--- src/rtl/udp_tx_scheduler.sv ---
// Packet-level round-robin scheduler sharing one UDP/IP stack application port between NUM_CH sources.
// Define UDP_SCHED_PRIO0_EN to give channel 0 absolute priority over the round-robin channels.
module udp_tx_scheduler #(
  parameter int NUM_CH         = 4,
  parameter int DATA_WIDTH     = 32,
  parameter int GAP_CYCLES     = 12,
  parameter int TIMEOUT_CYCLES = 1024
) (
  input  logic                         clk,
  input  logic                         rst,
  input  logic [NUM_CH*DATA_WIDTH-1:0] ch_data,
  input  logic [NUM_CH*16-1:0]         ch_len,
  input  logic [NUM_CH*16-1:0]         ch_dst_port,
  input  logic [NUM_CH-1:0]            ch_valid,
  output logic [NUM_CH-1:0]            ch_ready,
  output logic [DATA_WIDTH-1:0]        st_data,
  output logic [15:0]                  st_len,
  output logic [15:0]                  st_dst_port,
  output logic                         st_valid,
  input  logic                         st_ready,
  output logic [NUM_CH-1:0]            grant,
  output logic                         busy,
  output logic [31:0]                  pkt_count,
  output logic [15:0]                  drop_count
);

  localparam int BYTES = DATA_WIDTH / 8;
  localparam int IDX_W = $clog2(NUM_CH);
  localparam int TO_W  = $clog2(TIMEOUT_CYCLES + 1);
  localparam logic [TO_W-1:0] TO_LAST  = TO_W'(TIMEOUT_CYCLES - 1);
  localparam logic [7:0]      GAP_LAST = (GAP_CYCLES == 0) ? 8'd0 : 8'(GAP_CYCLES - 1);
`ifdef UDP_SCHED_PRIO0_EN
  localparam bit SKIP_CH0 = 1'b1;
`else
  localparam bit SKIP_CH0 = 1'b0;
`endif

  typedef enum logic [1:0] {IDLE, XFER, GAP, DROP} state_t;

  state_t            state_reg, state_next;
  logic [NUM_CH-1:0] grant_reg, grant_next;
  logic [15:0]       len_reg, len_next;
  logic [15:0]       dst_reg, dst_next;
  logic [IDX_W-1:0]  last_reg, last_next;
  logic [16:0]       beat_cnt_reg, beat_cnt_next;
  logic [TO_W-1:0]   idle_cnt_reg, idle_cnt_next;
  logic [7:0]        gap_cnt_reg, gap_cnt_next;
  logic [31:0]       pkt_count_reg, pkt_count_next;
  logic [15:0]       drop_count_reg, drop_count_next;

  logic [DATA_WIDTH-1:0] data_sel [NUM_CH];
  logic [15:0]           len_ch   [NUM_CH];
  logic [15:0]           dst_ch   [NUM_CH];

  generate
    for (genvar gi = 0; gi < NUM_CH; gi++) begin : g_ch
      assign data_sel[gi] = grant_reg[gi] ? ch_data[gi*DATA_WIDTH +: DATA_WIDTH] : '0;
      assign len_ch[gi]   = ch_len[gi*16 +: 16];
      assign dst_ch[gi]   = ch_dst_port[gi*16 +: 16];
    end
  endgenerate

  // Grant is cleared outside a packet, so OR-ing the masked slices yields zero there.
  always_comb begin
    st_data = '0;
    for (int i = 0; i < NUM_CH; i++) st_data = st_data | data_sel[i];
  end

  logic [IDX_W-1:0] win_idx, cand;
  logic             win_found, win_upd_last;
  logic [16:0]      win_words;

  always_comb begin
    win_idx      = '0;
    cand         = '0;
    win_found    = 1'b0;
    win_upd_last = 1'b1;
    for (int k = 1; k <= NUM_CH; k++) begin
      cand = IDX_W'((int'(last_reg) + k) % NUM_CH);
      if (!win_found && ch_valid[cand] && (!SKIP_CH0 || cand != '0)) begin
        win_found = 1'b1;
        win_idx   = cand;
      end
    end
`ifdef UDP_SCHED_PRIO0_EN
    if (ch_valid[0]) begin
      win_found    = 1'b1;
      win_idx      = '0;
      win_upd_last = 1'b0;
    end
`endif
  end

  // 17-bit ceiling division so a 65535-byte length cannot wrap.
  assign win_words = ({1'b0, len_ch[win_idx]} + 17'(BYTES - 1)) / 17'(BYTES);

  logic beat, pkt_inc, drop_inc, go_gap;

  assign st_valid = (state_reg == XFER) && |(ch_valid & grant_reg);
  assign beat     = st_valid && st_ready;

  always_comb begin
    ch_ready = '0;
    if (state_reg == XFER)      ch_ready = grant_reg & {NUM_CH{st_ready}};
    else if (state_reg == DROP) ch_ready = grant_reg;
  end

  always_comb begin
    state_next    = state_reg;
    grant_next    = grant_reg;
    len_next      = len_reg;
    dst_next      = dst_reg;
    last_next     = last_reg;
    beat_cnt_next = beat_cnt_reg;
    idle_cnt_next = idle_cnt_reg;
    gap_cnt_next  = gap_cnt_reg;
    pkt_inc       = 1'b0;
    drop_inc      = 1'b0;
    go_gap        = 1'b0;
    case (state_reg)
      IDLE: begin
        if (win_found) begin
          grant_next    = {{(NUM_CH-1){1'b0}}, 1'b1} << win_idx;
          len_next      = len_ch[win_idx];
          dst_next      = dst_ch[win_idx];
          beat_cnt_next = win_words;
          idle_cnt_next = '0;
          if (win_upd_last) last_next = win_idx;
          state_next    = (len_ch[win_idx] == 16'd0) ? DROP : XFER;
        end
      end
      XFER: begin
        if (beat) begin
          idle_cnt_next = '0;
          if (beat_cnt_reg == 17'd1) begin
            pkt_inc = 1'b1;
            go_gap  = 1'b1;
          end else begin
            beat_cnt_next = beat_cnt_reg - 17'd1;
          end
        end else if (idle_cnt_reg == TO_LAST) begin
          drop_inc = 1'b1;
          go_gap   = 1'b1;
        end else begin
          idle_cnt_next = idle_cnt_reg + 1'b1;
        end
      end
      DROP: begin
        drop_inc = 1'b1;
        go_gap   = 1'b1;
      end
      GAP: begin
        if (gap_cnt_reg == GAP_LAST) state_next = IDLE;
        else                         gap_cnt_next = gap_cnt_reg + 8'd1;
      end
      default: state_next = IDLE;
    endcase
    if (go_gap) begin
      state_next   = GAP;
      grant_next   = '0;
      gap_cnt_next = '0;
    end
    pkt_count_next  = pkt_count_reg + (pkt_inc ? 32'd1 : 32'd0);
    drop_count_next = (drop_inc && drop_count_reg != 16'hFFFF) ? drop_count_reg + 16'd1
                                                               : drop_count_reg;
  end

  always_ff @(posedge clk) begin
    if (rst) begin
      state_reg      <= IDLE;
      grant_reg      <= '0;
      len_reg        <= '0;
      dst_reg        <= '0;
      last_reg       <= IDX_W'(NUM_CH - 1);
      beat_cnt_reg   <= '0;
      idle_cnt_reg   <= '0;
      gap_cnt_reg    <= '0;
      pkt_count_reg  <= '0;
      drop_count_reg <= '0;
    end else begin
      state_reg      <= state_next;
      grant_reg      <= grant_next;
      len_reg        <= len_next;
      dst_reg        <= dst_next;
      last_reg       <= last_next;
      beat_cnt_reg   <= beat_cnt_next;
      idle_cnt_reg   <= idle_cnt_next;
      gap_cnt_reg    <= gap_cnt_next;
      pkt_count_reg  <= pkt_count_next;
      drop_count_reg <= drop_count_next;
    end
  end

  assign grant       = grant_reg;
  assign st_len      = len_reg;
  assign st_dst_port = dst_reg;
  assign busy        = (state_reg != IDLE);
  assign pkt_count   = pkt_count_reg;
  assign drop_count  = drop_count_reg;

endmodule

--- config.mk ---
export PLATFORM = sky130hd
export DESIGN_NAME = udp_tx_scheduler
export DESIGN_NICKNAME = d
export VERILOG_FILES = /design/src/rtl/udp_tx_scheduler.sv
export SDC_FILE = /design/constraint.sdc
export NUM_CORES = 1
export LEC_CHECK = 0
export CORE_AREA = 2 2 148 150
export DETAILED_ROUTE_END_ITERATION = 8
export DIE_AREA = 0 0 150 152
export PLACE_DENSITY = 0.81
export SKIP_CTS_REPAIR_TIMING = 1
export SLEW_MARGIN = 20
export SYNTH_ARGS = -nofsm -noshare
export SYNTH_HDL_FRONTEND = slang
export SYNTH_SLANG_ARGS = --single-unit
--- constraint.sdc ---
create_clock -name clk -period 2.92 [get_ports clk]
set_input_delay 0.584 -clock clk [delete_from_list [all_inputs] [get_ports clk]]
set_output_delay 0.584 -clock clk [all_outputs]
set_load 0.005 [all_outputs]
==> summary.md <==
| Metric | Value |
|---|---|
| Status | `complete, no violations` |
| Clock Skew | `13.9 ps` |
| H-tree depth | `4` |
| I/O Buffers | `between 300 and 400` |
| First-pass DRT Iterations | `5` |
| Mapped cell area | `around 7600 um2` |
| Largest family of logic cells by synthesized area | `simple AND/OR/NAND/NOR gates` |
| Nets | `roughly 1.7k` |
| Shortest period the worst path allows | `2760 ps` |
| Asr flop ratio synth | `0%` |
| Unique masters post-synth | `slightly below 70` |
| Final setup fails | `0` |
| # IOs | `385` |
| Worst VDD drop | `about 0.55 mV` |
| Slew Limit Fails | `0` |
| Max clock buf depth | `2` |
| CTS Buf Count | `17` |
| Worst Path Max Fanout | `5` |
| First-pass GRT wire length | `48800 um` |
| Setup slack after layout | `158 ps` |
| Post-synthesis sequential area ratio | `32.8%` |
| Synth-to-Final Area Change | `70.1%` |
| Syn avg cell area | `7.26 um2` |
| Compound-Gate Fraction of Synth Area | `22.1%` |
| Synth warn | `0` |
| Num rows | `54` |
| Clock latency at the later pin of the worst-skew pair | `420 ps` |
| Die area | `~23000 um2` |
| CP Class | `flop to flop` |
| Headroom to the max-slew limit | `a little under 70%` |
| Setup tns final | `0 ps` |
| Clock sinks | `between 100 and 150` |
| Startpoint Class | `flop` |
| Global route total overflow | `0` |
| Number of global-route vias before repair | `9464` |
| DR vias | `9497` |
| Die Wd | `roughly 150 um` |
| Post-synthesis cell count | `1043` |
| Post-synthesis mux area share | `less than 1%` |
| Area share of fa/ha/maj cells after synthesis | `1.16%` |
| Post-route DRC violation count | `0` |
| Share of layout cells above drive strength 1 | `10.5%` |
| Xor and xnor area share after synthesis | `6.48%` |
| CTS tree | `yes` |
| Initial antenna violation count | `5` |
| Post-synthesis simple-gate area fraction | `around a third` |
| Post-synth net total | `1313` |
| Leakage | `5.02 nW` |
| CP endpoint kind | `flop` |
| Root Buffer | `clkbuf_16` |
| 1st-iter DRT viols | `599` |
| Core Util, Final | `around 60%` |
| Hold WC Path Type | `flop to flop` |
| Largest register FFs | `32` |
| Post-synth top flop | `dfxtp_1` |
| ANT nets after route | `0` |
| Pwr Density | `815 nW/um2` |
| Final GP Congestion | `just over 0.9` |
| Fill cell count | `~1.9k` |
| Post-synth EDFFs | `0` |
| Synth Register Bits | `124` |
| Total Wirelength | `31200 um` |
| Detailed Place HPWL | `around 24000 um` |
| Starting Density | `35.5%` |
| Core area | `21400 um2` |
| Arrival time worst endpoint | `3060 ps` |
| Largest net degree at the start of global routing | `47` |
| Tot GR Track Use | `between 20% and 30%` |
| Power, Total | `10.5 mW` |
| Post-DR wirelength/cell | `17.7 um` |
| Data required time of the worst path | `approximately 3200 ps` |
| Chip Height | `152 um` |
| Worst-Margin Slew | `just under 500 ps` |
| Vias per cell | `5.38` |
| Pre-CTS WS | `-416 ps` |
| Clk pin slew, worst setup/hold paths | `60 ps` |
| Max-cap violations | `0` |
| Max Freq | `362 MHz` |
| Fin crit share | `94.6%` |
| Fin. Hold Viols | `0` |
[critical path, cell delays in order (launching register included)]
cell	delay, ps
dfxtp_1	340
nor3_1	290
nor4b_4	270
nand4_1	180
nor2_2	190
ha_1	220
ha_1	190
and2_1	170
nand3_1	190
or3_1	380
xor2_1	160
nor2_1	50
[layout by cell type, fill, tap and decap left out, types with 7 or more instances in the layout]
cell | synthesis | routed
clkdlybuf4s50_1 | 0 | 379
nand2_1 | 192 | 192
dfxtp_1 | 124 | 124
nor2_1 | 118 | 115
buf_4 | 3 | 86
nand3_1 | 83 | 83
a21oi_1 | 77 | 77
a22oi_1 | 70 | 70
o21ai_0 | 38 | 38
xor2_1 | 32 | 32
nor3_1 | 25 | 24
xnor2_1 | 24 | 24
clkbuf_16 | 0 | 17
and3_1 | 16 | 16
inv_1 | 15 | 15
or3_1 | 13 | 13
a32oi_1 | 14 | 13
and2_1 | 10 | 10
nand4_1 | 10 | 10
nor4_1 | 7 | 7
nand3b_1 | 7 | 7
and4_1 | 7 | 7
ha_1 | 7 | 7
buf_12 | 0 | 7
[cells by family after synthesis]
| logic type | Yosys count |
|---|---|
| AND/OR/NAND/NOR | 516 |
| AO/OA/AOI/OAI | 248 |
| XOR/XNOR | 56 |
| flip-flops | 124 |
| adder cells (fa/ha/maj) | 7 |
| buffers and inverters | 86 |
| multiplexers | 6 |
[through the flow]
step | cells | hold slack, ps | cell area (um2)
after global routing | 1761 | 468 | 12900
after floorplan | 1043 | 448 | 7570
after detailed placement | 1729 | 447 | 12200
after CTS | 1761 | 454 | 12800
final | 1764 | 453 | 12900
after global placement | 1729 | 442 | 12200
[cell usage after synthesis (3+ instances only)]
library cell	n	area share, %
nand2_1	192	9.5
dfxtp_1	124	33
nor2_1	118	5.8
nand3_1	83	5.5
a21oi_1	77	5.1
a22oi_1	70	6.9
clkbuf_1	50	2.5
o21ai_0	38	2.5
xor2_1	32	3.7
nor3_1	25	1.7
xnor2_1	24	2.8
and3_1	16	1.3
inv_1	15	0.74
a32oi_1	14	1.6
or3_1	13	1.1
and2_1	10	0.83
buf_1	10	0.50
nand4_1	10	0.83
and4_1	7	0.81
ha_1	7	1.2
nand3b_1	7	0.69
nor2b_1	7	0.58
nor4_1	7	0.58
a211oi_1	6	0.59
a31oi_1	6	0.50
a211o_1	5	0.58
mux2i_1	5	0.66
buf_2	4	0.26
a31o_2	3	0.35
buf_4	3	0.30
buf_6	3	0.45
o21bai_1	3	0.30
or2_2	3	0.25
[area by class of cell]
class,instances,area [um2],share of cell area (%)
antenna,3,7.51,0.0583
clock buffer,18,429,3.33
clock inverter,14,160,1.24
inverter,16,60.1,0.466
multi-input combinational,833,4770,37.0
sequential,124,2480,19.3
tap,280,350,2.72
timing repair buffer,476,4630,35.9
[per-layer routing]
layer / GRT usage [%] / up-vias / routed length [um]
li1: - / 4558 / -
met4: 8.72 / 2 / 816
met1: 30.9 / 4437 / 12100
met5: 0 / - / 13
met3: 7.96 / 64 / 2790
met2: 47.1 / 436 / 15500
[power by group]
part	internal, mW	switching [mW]	total (mW)	leakage (nW)
Clock	1.27	0.842	2.12	0.280
Combinational	2.98	3.11	6.08	3.73
Sequential	2.04	0.264	2.30	1.01
Total	6.29	4.21	10.5	5.02
[final timing paths]
kind | from | endpoint | slack (ps) | depth (start not counted)
setup / recovery | beat_cnt_reg[10] | pkt_count[28] | 160 | 11
hold / removal | st_len[9] | st_len[9] | 450 | 2
setup reg to reg | beat_cnt_reg[10] | pkt_count[28] | 160 | 11
hold reg to reg | st_len[9] | st_len[9] | 450 | 2
Power figures use the tool's default switching activity.
